$ cat src/rtl/mem_responder_pkg.sv
// Shared definitions for the CPU-side SRAM responder: FSM encodings, SRAM
// region selects and the wait-state limit.
package mem_responder_pkg;

  typedef enum logic [2:0] {
    ST_IDLE  = 3'd0,
    ST_D_ACC = 3'd1,
    ST_I_LO  = 3'd2,
    ST_I_HI  = 3'd3,
    ST_DONE  = 3'd4
  } state_t;

  localparam int MAX_WAIT_STATES = 7;
  localparam int CNT_W           = $clog2(MAX_WAIT_STATES + 1);

  // Program region is 2'b1x: only the msb is decoded, bit 16 is prog_addr[15].
  localparam logic       REGION_PROG = 1'b1;
  localparam logic [1:0] REGION_DATA = 2'b00;

  function automatic logic [17:0] prog_sram_addr(input logic [15:0] addr, input logic half);
    return {REGION_PROG, addr, half};
  endfunction

  function automatic logic [17:0] data_sram_addr(input logic [15:0] addr);
    return {REGION_DATA, addr};
  endfunction

endpackage

$ cat src/rtl/sram_access_timer.sv
// Counts the cycles of one SRAM access; o_last flags the final cycle.
// A start in the last cycle chains straight into the next access.
module sram_access_timer
  import mem_responder_pkg::*;
(
  input  logic             i_clk,
  input  logic             i_rst,
  input  logic             i_start,
  input  logic [CNT_W-1:0] i_wait_states,
  output logic             o_busy,
  output logic             o_last
);

  logic [CNT_W-1:0] r_cnt;
  logic             r_busy;

  // NOTE: state registers use non-blocking assignments so every flop samples
  // pre-edge values, independent of block ordering.
  always_ff @(posedge i_clk) begin
    if (i_rst) begin
      r_cnt  <= '0;
      r_busy <= 1'b0;
    end else if (i_start) begin
      r_cnt  <= '0;
      r_busy <= 1'b1;
    end else if (r_busy) begin
      if (o_last) begin
        r_cnt  <= '0;
        r_busy <= 1'b0;
      end else begin
        r_cnt <= r_cnt + CNT_W'(1);
      end
    end
  end

  assign o_busy = r_busy;
  assign o_last = r_busy && (r_cnt == i_wait_states);

endmodule

$ cat src/rtl/mem_responder.sv
// Serves CPU 32-bit fetches and 16-bit data accesses from one 16-bit SRAM
// port; data wins arbitration, fetches are split into two halfword reads.
module mem_responder
  import mem_responder_pkg::*;
#(
  parameter int WAIT_STATES = 1  // legal range 0..MAX_WAIT_STATES
) (
  input  logic        i_clk,
  input  logic        i_rst,
  input  logic        i_instr_req,
  input  logic [15:0] i_prog_addr,
  output logic [31:0] o_instr,
  output logic        o_instr_valid,
  input  logic        i_d_re,
  input  logic        i_d_we,
  input  logic [15:0] i_d_addr,
  input  logic [15:0] i_d_wdata,
  output logic [15:0] o_d_rdata,
  output logic        o_d_valid,
  output logic        o_cpu_stall,
  output logic [17:0] o_sram_addr,
  output logic [15:0] o_sram_wdata,
  output logic        o_sram_we,
  output logic        o_sram_oe,
  input  logic [15:0] i_sram_rdata
);

  localparam logic [CNT_W-1:0] WS = CNT_W'(WAIT_STATES);

  state_t      r_state;
  logic        r_is_write;
  logic [15:0] r_prog_addr;
  logic [15:0] r_instr_lo;

  logic w_any_req;
  logic w_timer_start;
  logic w_timer_busy;
  logic w_timer_last;
  logic w_access_done;

  assign w_any_req     = i_instr_req | i_d_re | i_d_we;
  assign w_access_done = w_timer_busy & w_timer_last;

  // Every transition into an access state restarts the wait-state counter.
  assign w_timer_start = (r_state == ST_IDLE  && w_any_req) ||
                         (r_state == ST_D_ACC && w_access_done && i_instr_req) ||
                         (r_state == ST_I_LO  && w_access_done);

  assign o_cpu_stall = (r_state != ST_IDLE && r_state != ST_DONE) ||
                       (r_state == ST_IDLE && w_any_req);

  sram_access_timer u_timer (
    .i_clk         (i_clk),
    .i_rst         (i_rst),
    .i_start       (w_timer_start),
    .i_wait_states (WS),
    .o_busy        (w_timer_busy),
    .o_last        (w_timer_last)
  );

  always_ff @(posedge i_clk) begin
    if (i_rst) begin
      r_state       <= ST_IDLE;
      r_is_write    <= 1'b0;
      r_prog_addr   <= '0;
      r_instr_lo    <= '0;
      o_instr       <= '0;
      o_instr_valid <= 1'b0;
      o_d_rdata     <= '0;
      o_d_valid     <= 1'b0;
      o_sram_addr   <= '0;
      o_sram_wdata  <= '0;
      o_sram_we     <= 1'b0;
      o_sram_oe     <= 1'b0;
    end else begin
      o_d_valid     <= 1'b0;
      o_instr_valid <= 1'b0;
      case (r_state)
        ST_IDLE: begin
          if (i_d_re || i_d_we) begin
            // A simultaneous read and write is treated as a write.
            r_state      <= ST_D_ACC;
            r_is_write   <= i_d_we;
            r_prog_addr  <= i_prog_addr;
            o_sram_addr  <= data_sram_addr(i_d_addr);
            o_sram_wdata <= i_d_wdata;
            o_sram_we    <= i_d_we;
            o_sram_oe    <= ~i_d_we;
          end else if (i_instr_req) begin
            r_state     <= ST_I_LO;
            r_prog_addr <= i_prog_addr;
            o_sram_addr <= prog_sram_addr(i_prog_addr, 1'b0);
            o_sram_we   <= 1'b0;
            o_sram_oe   <= 1'b1;
          end
        end
        ST_D_ACC: begin
          if (w_access_done) begin
            o_d_valid <= 1'b1;
            if (!r_is_write) o_d_rdata <= i_sram_rdata;
            if (i_instr_req) begin
              r_state     <= ST_I_LO;
              o_sram_addr <= prog_sram_addr(r_prog_addr, 1'b0);
              o_sram_we   <= 1'b0;
              o_sram_oe   <= 1'b1;
            end else begin
              r_state   <= ST_DONE;
              o_sram_we <= 1'b0;
              o_sram_oe <= 1'b0;
            end
          end
        end
        ST_I_LO: begin
          if (w_access_done) begin
            r_instr_lo  <= i_sram_rdata;
            r_state     <= ST_I_HI;
            o_sram_addr <= prog_sram_addr(r_prog_addr, 1'b1);
          end
        end
        ST_I_HI: begin
          if (w_access_done) begin
            o_instr       <= {i_sram_rdata, r_instr_lo};
            o_instr_valid <= 1'b1;
            r_state       <= ST_DONE;
            o_sram_oe     <= 1'b0;
          end
        end
        ST_DONE: r_state <= ST_IDLE;
        default: r_state <= ST_IDLE;
      endcase
    end
  end

endmodule

$ cat config.mk
export PLATFORM = sky130hd
export DESIGN_NAME = mem_responder
export DESIGN_NICKNAME = d
export VERILOG_FILES = /design/src/rtl/mem_responder_pkg.sv /design/src/rtl/sram_access_timer.sv /design/src/rtl/mem_responder.sv
export SDC_FILE = /design/constraint.sdc
export NUM_CORES = 1
export LEC_CHECK = 0
export CORE_AREA = 2 2 107 109
export DETAILED_ROUTE_END_ITERATION = 8
export DIE_AREA = 0 0 109 111
export PLACE_DENSITY = 0.87
export SKIP_CTS_REPAIR_TIMING = 1
export SYNTH_ARGS = -nofsm -noshare
export SYNTH_HDL_FRONTEND = slang
export SYNTH_HIERARCHICAL = 1
export SYNTH_SLANG_ARGS = --single-unit
export TNS_END_PERCENT = 10
$ cat constraint.sdc
create_clock -name i_clk -period 2.7 [get_ports i_clk]
set_input_delay 0.675 -clock i_clk [delete_from_list [all_inputs] [get_ports i_clk]]
set_output_delay 0.675 -clock i_clk [all_outputs]
set_load 0.1 [all_outputs]
* Word level (Yosys, flattened, before mapping)
Index checks and enable logic that the tools add are counted.
** Storage, ports and cells
- Register bits :: 126
- Bits of input ports :: 69
- Output and inout bits :: 87
- Logic and storage cells :: 89
** Cells by class
- Add/subtract/negate cells :: 1
- Eq/ne operators :: 10
- Mux-type cells :: 29
- Bitwise operators :: 7
- Reduce and logical (&&, ||, !) cells :: 28
** Operators with widths (count)
- 18-bit two-way mux :: 5
- 18-bit case mux with 3 select lines :: 1
- 16-bit two-way mux :: 2
- 3-bit two-way mux :: 7
- 3-bit case mux with 4 select lines :: 1
- 1-bit two-way mux :: 11
- 3-bit nonzero test :: 3
- 2-bit != test (second input constant) :: 4
- 2-bit AND reduction :: 4
- 4-bit AND reduction :: 2
- 3-bit by 1-bit == test with 1-bit output (second input constant) :: 2
- 3-bit by 2-bit == test with 1-bit output (second input constant) :: 2
- 1-bit logical AND :: 6
- 3-bit AND reduction :: 2
- 2-bit OR reduction :: 3
- 5-bit AND reduction :: 1
- 1-bit logical OR :: 4
- 1-bit NOT :: 4
- 2-bit nonzero test :: 2
- 3-bit by 1-bit adder with 3-bit output (second input constant) :: 1
- 3-bit logical NOT :: 1
- 3-bit by 2-bit != test with 1-bit output (second input constant) :: 1
- 3-bit != test (second input constant) :: 1
- 1-bit case mux with 3 select lines :: 1
- 3 further kinds :: 4

* Logic depth before layout (Yosys ltp)
- Word-level depth :: 8
- Gate-level depth with buffers :: 9
- Depth with buffers taken out :: 9

* Modules after synthesis
Netlist, hierarchy kept.
** By module, submodules not included
- mem_responder :: times used 1, cells each 556, area each 4692.0 µm², seq. area each 2442.3 µm²
- sram_access_timer :: times used 1, cells each 30, area each 276.5 µm², seq. area each 80.1 µm²

* Worst setup path before layout
No wires, ideal clock.
- Path kind :: input-to-output
- Start point :: input port i_d_we
- End point :: output port o_cpu_stall
- Arrival time :: 1962 ps
- Data required time :: 2025 ps
- Path slack :: 63 ps
- Stages :: 4
- Path buffers :: 1
- Cell sequence :: nor3_2 -> and2b_4 -> buf_4 -> or3_1
** Between the ends
- Longest elaborated chain between the ends :: 3
** RTL lines
- from (decl) :: RTL line mem_responder.sv:15 : input logic i_d_we,
- 1-bit OR :: RTL line mem_responder.sv:41 : assign w_any_req = i_instr_req | i_d_re | i_d_we;
- 1-bit logical AND :: RTL line mem_responder.sv:50 : (r_state == ST_IDLE && w_any_req);
- 1-bit logical OR :: RTL line mem_responder.sv:49 : assign o_cpu_stall = (r_state != ST_IDLE && r_state != ST_DONE) ||
- to (decl) :: RTL line mem_responder.sv:20 : output logic o_cpu_stall,
No other way between the ends.

* Worst setup path in the final report
- Start point :: register u_timer.r_cnt[1]
- End point :: register u_timer.r_cnt[0]
** Between the ends
- Longest elaborated chain between the ends :: 8
- Elaborated cells between the ends (all ways) :: 10
- Classes of those cells :: eq/ne: 1; mux: 1; bitwise: 1; reduce/logical: 7
** RTL lines
- from (decl) :: RTL line sram_access_timer.sv:14 : logic [CNT_W-1:0] r_cnt;
- from (signal assigned) :: RTL line sram_access_timer.sv:31 : r_cnt <= r_cnt + CNT_W'(1);
- 3-bit by 1-bit == test with 1-bit output (*) :: RTL line sram_access_timer.sv:37 : assign o_last = r_busy && (r_cnt == i_wait_states);
- 1-bit logical AND (*) :: RTL line sram_access_timer.sv:37
- named net w_timer_last :: RTL line mem_responder.sv:38 : logic w_timer_last;
- 1-bit AND (*) :: RTL line mem_responder.sv:42 : assign w_access_done = w_timer_busy & w_timer_last;
- 1-bit logical AND (2 in a row) :: RTL line mem_responder.sv:46 : (r_state == ST_D_ACC && w_access_done && i_instr_req) ||
- 1-bit logical OR :: RTL line mem_responder.sv:45 : assign w_timer_start = (r_state == ST_IDLE && w_any_req) ||
- 1-bit logical OR (*) :: RTL line mem_responder.sv:46
- named net w_timer_start :: RTL line mem_responder.sv:36 : logic w_timer_start;
- 2-bit OR reduction (no source line) (*)
The timed path passes the listed nets; every way through them passes the cells marked *.
A chain may end at the register's enable or synchronous reset.

==> flow_metrics.env <==
export IMPL_outcome="finished, final reports clean"
export IMPL_drtAntennaViolNets=0
export IMPL_drive_gt1_frac=0.229
export IMPL_synth_top_cell_area_share=0.508
export IMPL_switching_share=0.305
export IMPL_cp_top_family="simple AND/OR/NAND/NOR gates"
export IMPL_crit_fanout=5
export IMPL_die_area_mm2=0.0121
export IMPL_period_minus_slack_ps=2550
export IMPL_async_flop_share=0
export IMPL_hold_slack_ps=453
export IMPL_fin_nets=818
export IMPL_p_per_area_mw_per_mm2=725
export IMPL_synth_top_area_cell="dfxtp_1"
export IMPL_antenna_found_initial=0
export IMPL_clk_pin_slew_ps=50
export IMPL_hold_viol=0
export IMPL_r2r_slack_ps=150
export IMPL_syn_area_mm2=0.00497
export IMPL_row_count=39
export IMPL_yosys_warnings=6
export IMPL_syn_inst=586
export IMPL_start_util=0.449
export IMPL_cts_max_path_buffers=2
export IMPL_seq_area_frac_synth=0.508
export IMPL_avgSynthCellArea_um2=8.48
export IMPL_drtIter0Drc=275
export IMPL_power_mw=5.12
export IMPL_clock_sinks=126
export IMPL_wl_per_cell_um=15.2
export IMPL_required_ps=3030
export IMPL_slew_violations=0
export IMPL_critPathMaxStageDelay_ps=420
export IMPL_worstSetupEndpointType="flop"
export IMPL_seqPwrFrac=0.393
export IMPL_ys_seq_elements=126
export IMPL_wl_um=13700
export IMPL_drcViolationCount=0
export IMPL_final_cell_mix="nand2_1 (199), dfxtp_1 (124), buf_4 (108)"
export IMPL_fin_skew_ps=7.35
export IMPL_p_sw_mw=1.56
export IMPL_core_mm2=0.0111
export IMPL_syn_to_final_growth_pct=42.0
export IMPL_crit_buf_inv=0
export IMPL_fp_dieW_um=109
export IMPL_comb_power_share=0.195
export IMPL_grt_pass1_vias=4497
export IMPL_crit_slowest_cell="dfxtp_1"
export IMPL_start_kind="flop"
export IMPL_tightest_slew_ps=737
export IMPL_p_leak_nw=2.77
export IMPL_tritoncts="yes"
export IMPL_slew_headroom=0.507
export IMPL_grt_max_degree=66
export IMPL_gp_congestion=0.857
export IMPL_rsz0062_at_grt="false"
export IMPL_cp_cell_sequence="xor2_1, nor3_1, and2_1, nand2_1, a211oi_2, or2_2, or2_4, or3b_1, o22ai_1"
export IMPL_setup_viol=0
export IMPL_p_clk_frac=0.412
export IMPL_n_antenna_cell=0
export IMPL_crit_arrival_ps=2880
export IMPL_synth_ff_type="dfxtp_1"
export IMPL_drtPass1Iterations=5
export IMPL_avgViaCountPerCell=5.14
export IMPL_vias=4645
export IMPL_cts_root_buf="clkbuf_16"
export IMPL_dieHeight_um=111
export IMPL_min_period_over_period=0.944
export IMPL_fin_setup_tns_ps=0
export IMPL_portBuffers=155
export IMPL_grt_overflow=0
export IMPL_fmax_ghz=0.393
export IMPL_yosysUniqueCellTypes=47
export IMPL_max_vdd_ir_drop_uv=372
export IMPL_drv_cap=0
export IMPL_dp_hpwl_um=9330
export IMPL_final_common_cell="nand2_1"
export IMPL_p_int_mw=3.56
export IMPL_io_pins=156
export IMPL_grt_usage=0.229
export IMPL_synth_edf_count=0
export IMPL_clk_latency_ps=420
export IMPL_cts_made_buffers=17
export IMPL_yosys_top_cells_area="dfxtp_1 (51%), nand2_1 (15%), a21oi_1 (10%)"
export IMPL_h_tree_depth=4
export IMPL_grt_first_pass_wirelength_um=21700
export IMPL_path_class="reg -> reg"
export IMPL_hold_path_class="reg -> reg"
## metrics by stage
| stage | area [um2] | setup slack (ps) | instances | utilization |
|---|---|---|---|---|
| 2_1_floorplan | 4990 | 63.3 | 591 | - |
| 3_3_place_gp | 6490 | -97.4 | 872 | 0.586 |
| 3_5_place_dp | 6490 | -84.5 | 872 | 0.586 |
| 4_1_cts | 7040 | -92.1 | 903 | 0.636 |
| 5_1_grt | 7060 | 39.2 | 903 | 0.637 |
| 6_report | 7060 | 152 | 903 | 0.637 |
## worst paths after layout
path                                                    start                            end  cells after the start
worst max register to register  u_timer/r_cnt[1]$_SDFFE_PP0P_  u_timer/r_cnt[0]$_SDFFE_PP0P_                      9
worst min register to register       o_instr[16]$_SDFFE_PP0P_       o_instr[16]$_SDFFE_PP0P_                      2
worst max-delay path            u_timer/r_cnt[1]$_SDFFE_PP0P_  u_timer/r_cnt[0]$_SDFFE_PP0P_                      9
worst min-delay path                 o_instr[16]$_SDFFE_PP0P_       o_instr[16]$_SDFFE_PP0P_                      2
## power by group through the flow
stage | Clock (mW) | Combinational, mW | Sequential [mW]
2_1_floorplan | 0 | 0.324 | 2.42
3_3_place_gp | 0 | 0.973 | 2.04
3_5_place_dp | 0 | 0.994 | 2.05
4_1_cts | 2.13 | 0.997 | 2.01
5_1_grt | 2.23 | 1.05 | 2.02
6_report | 2.11 | 0.999 | 2.01
## area by class of cell
cell class / instances / area (um2)
Fill cell: 884 / 4020
Clock inverter: 11 / 93.8
Multi-Input combinational cell: 425 / 2290
Clock buffer: 20 / 457
Inverter: 2 / 7.51
Timing Repair Buffer: 176 / 1510
Tap cell: 143 / 179
Sequential cell: 126 / 2520
## cells in the mapped netlist, drive strengths merged (2+ instances only)
| master | n |
|---|---|
| a21oi | 104 |
| a311oi | 3 |
| buf | 17 |
| clkbuf | 21 |
| conb | 2 |
| dfxtp | 126 |
| inv | 2 |
| mux2 | 15 |
| mux2i | 16 |
| nand2 | 199 |
| nand2b | 5 |
| nand3 | 6 |
| nand3b | 4 |
| nor2 | 6 |
| nor2b | 2 |
| nor3 | 13 |
| nor4 | 5 |
| o21ai | 2 |
| o2bb2ai | 15 |
| o31ai | 2 |
| or2 | 2 |
| or3 | 3 |
| or3b | 2 |
| xor2 | 3 |
## state kept, by name, summed over array words and instances (netlist names)
register,count
r_state,3
o_sram_wdata,16
u_timer/r_cnt,3
o_d_valid,1
r_prog_addr,16
o_sram_we,1
o_sram_addr,18
o_instr_valid,1
r_instr_lo,16
u_timer/o_busy,1
o_sram_oe,1
r_is_write,1
o_d_rdata,16
o_instr,32
## kinds of logic (layout without fill, tap and decap cells)
kind of cell	Yosys count	count (layout)	share of synthesized area
AO/OA/AOI/OAI	132	132	0.155
XOR/XNOR	3	3	0.00831
adder cells (fa/ha/maj)	1	1	0.00252
buffers and inverters	40	209	0.0375
flip-flops	126	126	0.508
multiplexers	31	31	0.0662
other	2	7	0.00151
AND/OR/NAND/NOR	251	251	0.222
## worst reg2reg max path, cell delays in order (launching register included)
cell      delay (ps)
dfxtp_1          420
xor2_1           350
nor3_1           100
and2_1           230
nand2_1          200
a211oi_2          80
or2_2            290
or2_4            270
or3b_1           380
o22ai_1          140
## metal layers
| layer | vias to the layer above | track usage | wire length [um] |
|---|---|---|---|
| li1 | 2289 | - | - |
| met1 | 2182 | 0.282 | 5810 |
| met2 | 152 | 0.374 | 6770 |
| met3 | 22 | 0.0611 | 835 |
| met4 | 0 | 0.0957 | 266 |
| met5 | - | 0 | 0 |
No activity file was read; power rests on OpenSTA's default activity.
